--- src/rtl/decode_pkg.sv ---
// Shared decode definitions: opcode encoding, decode flag bundle and the pure opcode decoder.
package decode_pkg;

    localparam int unsigned OPCODE_W = 4;

    typedef enum logic [OPCODE_W-1:0] {
        OP_ILL0  = 4'b0000,
        OP_ADDI  = 4'b0001,
        OP_NOT   = 4'b0010,
        OP_ADD   = 4'b0011,
        OP_SLR   = 4'b0100,
        OP_AND   = 4'b0101,
        OP_SLL   = 4'b0110,
        OP_ILL7  = 4'b0111,
        OP_SLRI  = 4'b1000,
        OP_ILL9  = 4'b1001,
        OP_STORE = 4'b1010,
        OP_SUB   = 4'b1011,
        OP_LOAD  = 4'b1100,
        OP_OR    = 4'b1101,
        OP_SLLI  = 4'b1110,
        OP_XOR   = 4'b1111
    } opcode_e;

    typedef struct packed {
        logic writes_rd;
        logic uses_rs1;
        logic uses_rs2;
        logic uses_imm;
        logic illegal;
    } decoded_t;

    function automatic decoded_t decode_fn(input logic [OPCODE_W-1:0] op);
        decoded_t d;
        d = '0;
        case (opcode_e'(op))
            OP_ADDI, OP_SLLI, OP_SLRI: begin
                d.writes_rd = 1'b1;
                d.uses_rs1  = 1'b1;
                d.uses_imm  = 1'b1;
            end
            OP_ADD, OP_SUB, OP_AND, OP_OR, OP_XOR, OP_SLL, OP_SLR: begin
                d.writes_rd = 1'b1;
                d.uses_rs1  = 1'b1;
                d.uses_rs2  = 1'b1;
            end
            OP_NOT, OP_LOAD: begin
                d.writes_rd = 1'b1;
                d.uses_rs1  = 1'b1;
            end
            OP_STORE: begin
                d.uses_rs1 = 1'b1;
                d.uses_rs2 = 1'b1;
            end
            default: d.illegal = 1'b1;
        endcase
        return d;
    endfunction

endpackage

--- src/rtl/reg_scoreboard.sv ---
// Pending-write scoreboard: one busy bit per register, set on issue, cleared on writeback.
module reg_scoreboard #(
    parameter int unsigned RA_W = 3
) (
    input  logic                 clk,
    input  logic                 rst,
    input  logic                 set_en,
    input  logic [RA_W-1:0]      set_addr,
    input  logic                 clr_en,
    input  logic [RA_W-1:0]      clr_addr,
    input  logic [RA_W-1:0]      rd0_addr,
    input  logic [RA_W-1:0]      rd1_addr,
    input  logic [RA_W-1:0]      rd2_addr,
    output logic                 rd0_busy,
    output logic                 rd1_busy,
    output logic                 rd2_busy,
    output logic [2**RA_W-1:0]   busy
);

    localparam int unsigned NREG = 2**RA_W;

    logic [NREG-1:0] busy_q;
    logic [NREG-1:0] busy_d;

    // Set is applied after clear so a same-cycle set on the same register wins.
    always_comb begin
        busy_d = busy_q;
        if (clr_en) busy_d[clr_addr] = 1'b0;
        if (set_en) busy_d[set_addr] = 1'b1;
    end

    always_ff @(posedge clk) begin
        if (rst) busy_q <= '0;
        else     busy_q <= busy_d;
    end

    assign busy     = busy_q;
    assign rd0_busy = busy_q[rd0_addr];
    assign rd1_busy = busy_q[rd1_addr];
    assign rd2_busy = busy_q[rd2_addr];

endmodule

--- src/rtl/decode_stage.sv ---
// Registered decode stage: field split, usage flags, valid/ready output register and
// scoreboard-based RAW/WAW issue stall.
module decode_stage
    import decode_pkg::*;
#(
    parameter int unsigned INSTR_W = 16,
    parameter int unsigned RA_W    = 3,
    parameter int unsigned IMM_W   = 6
) (
    input  logic                 clk,
    input  logic                 rst,
    input  logic                 flush,
    input  logic                 in_valid,
    output logic                 in_ready,
    input  logic [INSTR_W-1:0]   in_instr,
    output logic                 out_valid,
    input  logic                 out_ready,
    output logic [OPCODE_W-1:0]  opcode,
    output logic [RA_W-1:0]      rd,
    output logic [RA_W-1:0]      rs1,
    output logic [RA_W-1:0]      rs2,
    output logic [IMM_W-1:0]     imm,
    output logic                 writes_rd,
    output logic                 uses_rs1,
    output logic                 uses_rs2,
    output logic                 uses_imm,
    output logic                 illegal,
    input  logic                 wb_valid,
    input  logic [RA_W-1:0]      wb_rd,
    output logic [2**RA_W-1:0]   sb_busy
);

    localparam int unsigned RD_LSB  = INSTR_W - RA_W;
    localparam int unsigned RS1_LSB = INSTR_W - 2*RA_W;
    localparam int unsigned RS2_LSB = INSTR_W - 3*RA_W;
    localparam int unsigned IMM_LSB = RS1_LSB - IMM_W;

    logic [RA_W-1:0] raw_rd, raw_rs1, raw_rs2;
    logic            rd_busy, rs1_busy, rs2_busy;
    logic            hazard, accept;
    decoded_t        dec_flags;

    logic                valid_q, valid_d;
    logic [OPCODE_W-1:0] opcode_q, opcode_d;
    logic [RA_W-1:0]     rd_q, rd_d, rs1_q, rs1_d, rs2_q, rs2_d;
    logic [IMM_W-1:0]    imm_q, imm_d;
    decoded_t            flags_q, flags_d;

    assign raw_rd    = in_instr[RD_LSB  +: RA_W];
    assign raw_rs1   = in_instr[RS1_LSB +: RA_W];
    assign raw_rs2   = in_instr[RS2_LSB +: RA_W];
    assign dec_flags = decode_fn(in_instr[OPCODE_W-1:0]);

    reg_scoreboard #(.RA_W(RA_W)) u_sb (
        .clk      (clk),
        .rst      (rst),
        .set_en   (accept && dec_flags.writes_rd),
        .set_addr (raw_rd),
        .clr_en   (wb_valid),
        .clr_addr (wb_rd),
        .rd0_addr (raw_rd),
        .rd1_addr (raw_rs1),
        .rd2_addr (raw_rs2),
        .rd0_busy (rd_busy),
        .rd1_busy (rs1_busy),
        .rd2_busy (rs2_busy),
        .busy     (sb_busy)
    );

    assign hazard   = in_valid && ((dec_flags.uses_rs1  && rs1_busy) ||
                                   (dec_flags.uses_rs2  && rs2_busy) ||
                                   (dec_flags.writes_rd && rd_busy));
    assign in_ready = !flush && !hazard && (!valid_q || out_ready);
    assign accept   = in_valid && in_ready;

    // Unused fields load as zero so nothing leaks from an earlier instruction.
    always_comb begin
        valid_d  = valid_q;
        opcode_d = opcode_q;
        rd_d     = rd_q;
        rs1_d    = rs1_q;
        rs2_d    = rs2_q;
        imm_d    = imm_q;
        flags_d  = flags_q;
        if (accept) begin
            valid_d  = 1'b1;
            opcode_d = dec_flags.illegal   ? '0 : in_instr[OPCODE_W-1:0];
            rd_d     = dec_flags.writes_rd ? raw_rd  : '0;
            rs1_d    = dec_flags.uses_rs1  ? raw_rs1 : '0;
            rs2_d    = dec_flags.uses_rs2  ? raw_rs2 : '0;
            imm_d    = dec_flags.uses_imm  ? in_instr[IMM_LSB +: IMM_W] : '0;
            flags_d  = dec_flags;
        end else if (flush || out_ready) begin
            valid_d = 1'b0;
        end
    end

    always_ff @(posedge clk) begin
        if (rst) begin
            valid_q  <= 1'b0;
            opcode_q <= '0;
            rd_q     <= '0;
            rs1_q    <= '0;
            rs2_q    <= '0;
            imm_q    <= '0;
            flags_q  <= '0;
        end else begin
            valid_q  <= valid_d;
            opcode_q <= opcode_d;
            rd_q     <= rd_d;
            rs1_q    <= rs1_d;
            rs2_q    <= rs2_d;
            imm_q    <= imm_d;
            flags_q  <= flags_d;
        end
    end

    assign out_valid = valid_q;
    assign opcode    = opcode_q;
    assign rd        = rd_q;
    assign rs1       = rs1_q;
    assign rs2       = rs2_q;
    assign imm       = imm_q;
    assign writes_rd = flags_q.writes_rd;
    assign uses_rs1  = flags_q.uses_rs1;
    assign uses_rs2  = flags_q.uses_rs2;
    assign uses_imm  = flags_q.uses_imm;
    assign illegal   = flags_q.illegal;

endmodule

--- config.mk ---
export PLATFORM = sky130hd
export DESIGN_NAME = decode_stage
export DESIGN_NICKNAME = d
export VERILOG_FILES = /design/src/rtl/decode_pkg.sv /design/src/rtl/reg_scoreboard.sv /design/src/rtl/decode_stage.sv
export SDC_FILE = /design/constraint.sdc
export NUM_CORES = 1
export LEC_CHECK = 0
export BUFFER_PORTS_ARGS = -buffer_cell sky130_fd_sc_hd__buf_2
export CAP_MARGIN = 40
export CORE_UTILIZATION = 45
export CTS_CLUSTER_SIZE = 12
export DETAILED_ROUTE_END_ITERATION = 6
export PLACE_DENSITY = 0.69
export SYNTH_ARGS = -nofsm -noshare
export SYNTH_HDL_FRONTEND = slang
export SYNTH_SLANG_ARGS = --single-unit
--- constraint.sdc ---
create_clock -name clk -period 5.8 [get_ports clk]
set_clock_uncertainty 0.05 [all_clocks]
set_input_delay 0.29 -clock clk [delete_from_list [all_inputs] [get_ports clk]]
set_output_delay 0.29 -clock clk [all_outputs]
set_load 0.02 [all_outputs]
Word level (Yosys, flattened, before mapping)
Cells that the tools add are included.
W data, S select, Z words.
{"block": "word_totals", "reg_bits": 33, "latch_bits": 0, "ramBits": 0, "rom_bits": 0, "output_inout_bits": 34, "word_cells": 80, "n_memories": 0}
{"block": "classes", "add_sub_neg": 0, "multipliers": 0, "div_mod_pow": 0, "n_lt_le_gt_ge": 6, "eq_ne": 13, "n_shift": 0, "mux": 24, "bitwise_logic": 3, "reduce_logical": 22}
{"cell": "$eq A4 B4 Y1 const B", "n": 7}
{"cell": "$lt A3 B4 Y1 const B", "n": 4}
{"cell": "$mux W8", "n": 2}
{"cell": "$reduce_or A13 Y1", "n": 1}
{"cell": "$eq A4 B3 Y1 const B", "n": 3}
{"cell": "$mux W1", "n": 12}
{"cell": "$reduce_or A12 Y1", "n": 1}
{"cell": "$logic_and A1 B1 Y1", "n": 10}
{"cell": "$bmux W1 S3", "n": 3}
{"cell": "$mux W3", "n": 3}
{"cell": "$and A8 B8 Y8", "n": 1}
{"cell": "$eq A4 B2 Y1 const B", "n": 2}
{"cell": "$not A8 Y8", "n": 1}
{"cell": "$or A8 B8 Y8", "n": 1}
{"cell": "$reduce_or A8 Y1", "n": 1}
{"cell": "$demux W1 S3", "n": 2}
{"cell": "$ge A3 B1 Y1 const B", "n": 2}
{"cell": "$mux W6", "n": 1}
{"cell": "$eq A4 B1 Y1 const B", "n": 1}
{"cell": "$logic_or A1 B1 Y1", "n": 4}
{"cell": "$mux W4", "n": 1}
{"cell": "$logic_not A1 Y1", "n": 3}
{"cell": "$reduce_or A3 Y1", "n": 1}
{"cell": "$reduce_bool A2 Y1", "n": 1}

Logic depth before layout (Yosys ltp)
Gate-level depths: netlist of run 1.
{"block": "logic_depth", "ltp_word": 13, "depth_mapped": 8, "depth_no_buf": 5}

Cells and area by module
A second synthesis of run 1 with hierarchy kept.
{"block": "unflattened", "hier_cells": 187, "hier_area_um2": 1779.2}
{"mod": "decode_stage", "instances": 1, "cells_per_inst": 136, "area_per_inst_um2": 1252.5, "seq_area_each_um2": 500.5}
{"mod": "reg_scoreboard", "instances": 1, "cells_per_inst": 51, "area_per_inst_um2": 526.8, "seq_area_each_um2": 160.2}

Least setup slack after synthesis of run 1
Ideal clock, no wire load.
{"block": "synth_path", "path_kind": "input port to output port", "startpoint": "in in_instr[3]", "endpoint": "out in_ready", "t_arrival_ns": 1.760, "required_time_ns": 5.460, "slack_ns": 3.700, "path_stages": 6, "n_path_buf": 1, "path_cell_list": "buf_2 xor2_1 o31ai_1 o22a_1 o21ai_0 a21boi_0"}
{"block": "synth_between", "elab_chain_len": 10}
{"element": "from (decl)", "line": "decode_stage.sv:15", "rtl": "input logic [INSTR_W-1:0] in_instr,"}
{"element": "$eq A4 B2 Y1, or another cell as far along", "line": "decode_pkg.sv:36", "rtl": "case (opcode_e'(op))"}
{"element": "$reduce_or A13 Y1 (no line) or $reduce_or A8 Y1 (tied branches)"}
{"element": "$mux W1", "line": "decode_pkg.sv:36"}
{"element": "$logic_and A1 B1 Y1, on equally long branches", "line": "decode_stage.sv:70, decode_stage.sv:71"}
{"element": "$logic_or A1 B1 Y1", "line": "decode_stage.sv:70", "rtl": "assign hazard = in_valid && ((dec_flags.uses_rs1 && rs1_busy) ||"}
{"element": "$logic_or A1 B1 Y1 (*)", "line": "decode_stage.sv:71", "rtl": "(dec_flags.uses_rs2 && rs2_busy) ||"}
{"element": "$logic_and A1 B1 Y1 (*)", "line": "decode_stage.sv:70"}
{"element": "$logic_not A1 Y1 (*)", "line": "decode_stage.sv:73", "rtl": "assign in_ready = !flush && !hazard && (!valid_q || out_ready);"}
{"element": "$logic_and A1 B1 Y1 (*) (2 in a row)", "line": "decode_stage.sv:73"}
{"element": "to (decl)", "line": "decode_stage.sv:14", "rtl": "output logic in_ready,"}
Mark *: on every way between the ends. The rest lies on a longest branch, timed or not.

Final worst setup path of run 1
{"block": "layout_path", "startpoint": "reg u_sb.busy_q[3], in the netlist u_sb.busy[3]", "endpoint": "out in_ready"}
{"block": "layout_between", "elab_chain_len": 9}
{"element": "from (decl)", "line": "reg_scoreboard.sv:22", "rtl": "logic [NREG-1:0] busy_q;"}
{"element": "from (signal assigned)", "line": "reg_scoreboard.sv:34", "rtl": "else busy_q <= busy_d;"}
{"element": "$bmux W1 S3, on equally long branches", "line": "reg_scoreboard.sv:39, reg_scoreboard.sv:40"}
{"element": "$mux W1, on equally long branches", "line": "reg_scoreboard.sv:39, reg_scoreboard.sv:40"}
{"element": "$logic_and A1 B1 Y1, on equally long branches", "line": "decode_stage.sv:70, decode_stage.sv:71"}
{"element": "$logic_or A1 B1 Y1", "line": "decode_stage.sv:70"}
{"element": "$logic_or A1 B1 Y1 (*)", "line": "decode_stage.sv:71"}
{"element": "$logic_and A1 B1 Y1 (*)", "line": "decode_stage.sv:70"}
{"element": "$logic_not A1 Y1 (*)", "line": "decode_stage.sv:73"}
{"element": "$logic_and A1 B1 Y1 (*) (2 in a row)", "line": "decode_stage.sv:73"}
Mark *: on every way between the ends. The rest lies on a longest branch, timed or not. The select of a mux whose other input is x is not followed.

==> impl_metrics.ini, run 1 <==
[logic_synthesis]
syn_inst = 195
synth_fp_nets = 220
avgSynthCellArea_um2 = 9.19
synth_top_area_share_pct = 36.9
yosys_register_bits = 33
synthArstFlopShare_pct = 0
synthTopCellsByArea = dfxtp_1, mux2i_1, nand2_1
ys_seq_area_share_pct = 36.9
ys.flop_type = dfxtp_1
yosysWarnings = 0
yosysTopAreaCell = dfxtp_1
synth_edf_count = 0
synthesis.area_um2 = 1790
synth_cell_types = 37

[grt]
antenna_found_initial = 0
track_usage_pct = 20.6
grt_pass1_vias = 1437
grt_pass1_wl_um = 6570
gr-total-overflow = 0
grt_max_degree = 28

[route]
wl_per_cell_um = 13.5
drtIter0Drc = 47
wl_um = 4000
first_pass_iters = 4
ant_nets = 0
viasPerCell = 5.34
vias = 1580
drcViolationCount = 0

[clock_network]
cts_tree = done
path_clk_slew_ns = 0.07
cts_buffers = 5
cts-root-buf = clkbuf_8
cts_max_level = 2
hold_buffers = 0
post-cts-setup-buffers = 0
clock_latency_ns = 0.28
cts.path.max_buffers = 2
cts-resized-gates = 0
cts_sinks = 33

[layout]
stdcell_count = 296
nNetsFinal = 272
drive_gt1_share_pct = 31.0
fillers = 351
final_common_cell = buf_2
regArea_um2 = 661
final_cell_mix = buf_2, nand2_1, dfxtp_1, mux2i_1
syn2layout_area_growth_pct = 21.8
diodes = 0
multi_input_area_um2 = 1020
final_area_um2 = 2180

[floorplanning]
die_x_um = 65.1
dieArea_um2 = 4240
num_io_pins = 59
core_um2 = 3740
start_util_pct = 47.9
die_h_um = 65.1
std_cell_rows = 22

[sta]
fin_setup_tns_ns = 0
setup_viol_count_final = 0
finalMaxSlewViolations = 0
timing.final.crit_share_pct = 39.9
min_period_ns = 2.32
worst_pin_slew_ns = 0.616
relSlewSlack_pct = 58.9
rsz0062_at_grt = false
fmax_ghz = 0.432
finalWorstSetupSlack_ns = 3.48
hold_viol_final = 0

[place]
dpl_cell_area_um2 = 2100
finalWeightedCongestion = 0.841
dp_hpwl_um = 2970
preCtsSetupSlack_ns = 3.34
io_buffers = 58
dp_cells = 288

[setup_path]
crit_path_start_kind = register
path_cells = mux2i_1 > mux4_2 > o22a_1 > o21ai_0 > a21boi_0 > buf_2
crit_path_max_incr_delay_ns = 0.46
worstPathArrival_ns = 1.98
critPathMaxFanout = 5
crit_family = multiplexers
worstPathRequired_ns = 5.46
critPathKind = reg2out
endpoint_kind = output pin
crit_slowest_cell = dfxtp_1
crit_buf_inv = 1

[hold_path]
hp-class = in2reg

[run]
cap_violations = 0

[power_and_ir_drop]
leakagePower_uw = 0.00103
power.density_nw_per_um2 = 230
ir_drop_v = 0.000150

[outcome]
outcome = finished, final reports clean
-- state kept, by name, summed over array words and instances (netlist names), 3 cells and up --
register	count
imm	6
opcode	4
rd	3
rs1	3
rs2	3
u_sb.busy	8
-- through the flow --
| stage | hold WS (ns) | total power [uW] | util (%) |
|---|---|---|---|
| 2_1_floorplan | 0.379 | 311 | - |
| 3_3_place_gp | 0.394 | 334 | 54.5 |
| 3_5_place_dp | 0.396 | 339 | 56.0 |
| 4_1_cts | 0.188 | 505 | 58.3 |
| 5_1_grt | 0.203 | 528 | 58.3 |
| 6_report | 0.189 | 502 | 58.3 |
-- cells in the mapped netlist (2+ instances only) --
library cell   n
dfxtp_1       33
o211ai_1       6
nor2b_1        5
o41ai_1        2
nand2_1       44
and4b_1        2
nand4b_1       2
buf_8          2
mux2i_1       29
nor3_1         2
buf_2          6
nand2b_1       7
mux2_2         3
clkbuf_1       5
o22a_1         2
xor2_1         2
a21oi_1        4
nand3_1        2
o31ai_1        7
buf_6          2
o311ai_0       2
o221ai_1       2
inv_1          3
nor2_1         7
mux4_2         2
-- report_power, final --
part / leakage [uW] / switching [uW] / internal (uW)
clock network: 0.0000439 / 85.3 / 82.7
logic: 0.000720 / 55.9 / 38.5
registers: 0.000268 / 4.78 / 235
total: 0.00103 / 146 / 356
-- logic make-up after synthesis --
logic type,Yosys count,share of synthesized area (%)
XOR/XNOR,2,0.978
flip-flops,33,36.9
multiplexers,35,21.4
buffers and inverters,18,6.29
AO/OA/AOI/OAI,30,13.8
AND/OR/NAND/NOR,77,20.7
-- per-layer routing --
layer,part of all wire (%),vias up,global-route usage [%]
met5,0,-,0
met4,1.3,0,7.88
met3,7.2,9,5.21
met2,43,57,31.9
met1,48,713,27.6
li1,-,801,-
-- path summary, 6_finish.rpt --
path / startpoint / endpoint / slack, ns / cells after the start
setup / recovery: u_sb.busy[3] / in_ready / 3.48 / 6
hold / removal: in_instr[4] / imm[0] / 0.19 / 3
setup reg to reg: u_sb.busy[7] / uses_rs1 / 3.57 / 6
hold reg to reg: imm[0] / imm[0] / 0.41 / 2
-- tightest hold or removal path: cells and delay by family --
family | cells | cell delay, ns
AND/OR/NAND/NOR | 1 | 0.04
buffers and inverters | 1 | 0.09
multiplexers | 1 | 0.05
-- layout make-up --
cell class / instances / share of cell area [%]
Multi-Input combinational cell: 144 / 46.7
Inverter: 3 / 0.516
Sequential cell: 33 / 30.3
Tap cell: 48 / 2.75
Clock buffer: 5 / 3.15
Clock inverter: 3 / 0.803
Timing Repair Buffer: 60 / 15.8
Power figures use the tool's default switching activity.
==> run 2, diff against run 1 <==
- clock period: 5.8 -> 2.35 ns (I/O delays scaled with it)
==> run 2 against run 1 <==
Cell count increased by 1.4%; worst setup slack got worse by 3.3 ns; sequential share of layout area down 0.28 points; non-clock buffer count up 4; via count up 1.2%; die area stayed put; largest cell class unchanged; largest power group unchanged.
==> impl_metrics.ini, run 2 (same netlist as run 1, synthesis figures left out) <==
[layout]
stdcell_count = 300
syn2layout_area_growth_pct = 22.9
final_cell_mix = buf_2, nand2_1, dfxtp_1, mux2i_1
final_core_util_pct = 58.8
drive_gt1_share_pct = 31.7
fillers = 351
diodes = 0
final_common_cell = buf_2
largest_reg_flops = 8
nNetsFinal = 276

[clock_network]
cts_max_level = 2
post-cts-setup-buffers = 0
cts_tree = done
cts_buffers = 5
path_clk_slew_ns = 0.07
hold_buffers = 0
cts-root-buf = clkbuf_8
clock_latency_ns = 0.29
cts-resized-gates = 0
cts.path.max_buffers = 2
cts_sinks = 33

[power_and_ir_drop]
power.density_nw_per_um2 = 626
switching_share_pct = 26.1
clkPwrFrac_pct = 40.2
p_int_uw = 1020
p_comb_share_pct = 16.9
ir_drop_v = 0.000344
leakagePower_uw = 0.00105
p_switching_uw = 360
p_seq_share_pct = 42.9

[grt]
antenna_found_initial = 0
track_usage_pct = 21.5
gr-total-overflow = 0
grt_pass1_vias = 1483
grt_max_degree = 19
grt_pass1_wl_um = 6890
met1_usage_pct = 28.6
met2_usage_pct = 32.4
grt_use_met3_pct = 5.38
grt-busiest-layer = met2

[setup_path]
worstPathRequired_ns = 2.18
critPathMaxFanout = 5
crit_family = multiplexers
crit_path_max_incr_delay_ns = 0.47
endpoint_kind = output pin
crit_path_start_kind = register
crit_buf_inv = 1
worstPathArrival_ns = 1.96
critPathKind = reg2out
path_cells = mux2i_1 > mux4_2 > o22a_1 > o21ai_0 > a21boi_0 > buf_2
crit_slowest_cell = mux4_2

[place]
dp_hpwl_um = 3100
finalWeightedCongestion = 0.928
io_buffers = 58
dp_cells = 292

[sta]
finalMaxSlewViolations = 0
fmax_ghz = 0.470
min_period_ns = 2.13
worst_pin_slew_ns = 0.576
relSlewSlack_pct = 61.6
timing.final.crit_share_pct = 90.6
hold_viol_final = 0
rsz0062_at_grt = false
setup_viol_count_final = 0
fin_setup_tns_ns = 0

[floorplanning]
num_io_pins = 59
die_h_um = 65.1
die_x_um = 65.1
start_util_pct = 47.9
dieArea_um2 = 4240
core_um2 = 3740
std_cell_rows = 22

[route]
drtIter0Drc = 73
drcViolationCount = 0
wl_per_cell_um = 14.0
vias = 1599
first_pass_iters = 4
viasPerCell = 5.33
wl_um = 4210
ant_nets = 0

[outcome]
outcome = finished, final reports clean

[run]
cap_violations = 0

[hold_path]
hp-class = in2reg
==> run 2: cell types whose count changed in the layout (fill, tap and decap cells not counted), sizes merged <==
cell      change
buf           +4
bufinv        +1
clkbuf        +2
clkinv        -2
clkinvlp      -1
==> run 2: cell type report <==
class / count / area (um^2) / share of cell area [%]
tap: 48 / 60.1 / 2.73
clock inverter: 1 / 30.0 / 1.36
inverter: 3 / 11.3 / 0.511
multi-input combinational: 144 / 1020 / 46.3
sequential: 33 / 661 / 30.0
clock buffer: 7 / 86.3 / 3.92
timing repair buffer: 64 / 335 / 15.2
==> run 2: final timing paths <==
path	start	to	slack, ns	cells after the start
setup / recovery	u_sb.busy[6]	in_ready	0.22	6
hold / removal	in_instr[6]	imm[2]	0.02	3
setup reg to reg	u_sb.busy[1]	imm[1]	0.22	6
hold reg to reg	rd[0]	rd[0]	0.41	2
==> run 2: stage by stage <==
step,power (uW),setup WS (ns),hold slack [ns],area [um^2]
6_report,1380,0.221,0.0184,2200
3_5_place_dp,836,0.233,0.323,2090
5_1_grt,1430,0.0150,0.0316,2200
3_3_place_gp,835,0.293,0.313,2090
2_1_floorplan,769,0.348,0.206,1790
4_1_cts,1390,0.228,0.0142,2200
==> run 2: power by group through the flow <==
| stage | Clock [uW] | Combinational (uW) | Sequential [uW] |
|---|---|---|---|
| 2_1_floorplan | 0 | 141 | 628 |
| 3_3_place_gp | 0 | 230 | 604 |
| 3_5_place_dp | 0 | 232 | 604 |
| 4_1_cts | 564 | 233 | 592 |
| 5_1_grt | 582 | 253 | 594 |
| 6_report | 554 | 233 | 591 |
==> run 2: layer usage <==
metal	part of all wire (%)	vias to the layer above
li1	-	804
met1	49	737
met2	43	50
met3	5.8	8
met4	1.9	0
met5	0	-
==> run 2: worst register-to-register path, cell delays in order (launching register included) <==
cell and delay [ns]:
dfxtp_1 0.44, mux2i_1 0.12, a311oi_1 0.27, o221ai_1 0.24
o2111ai_4 0.45, buf_4 0.27, mux2i_1 0.22
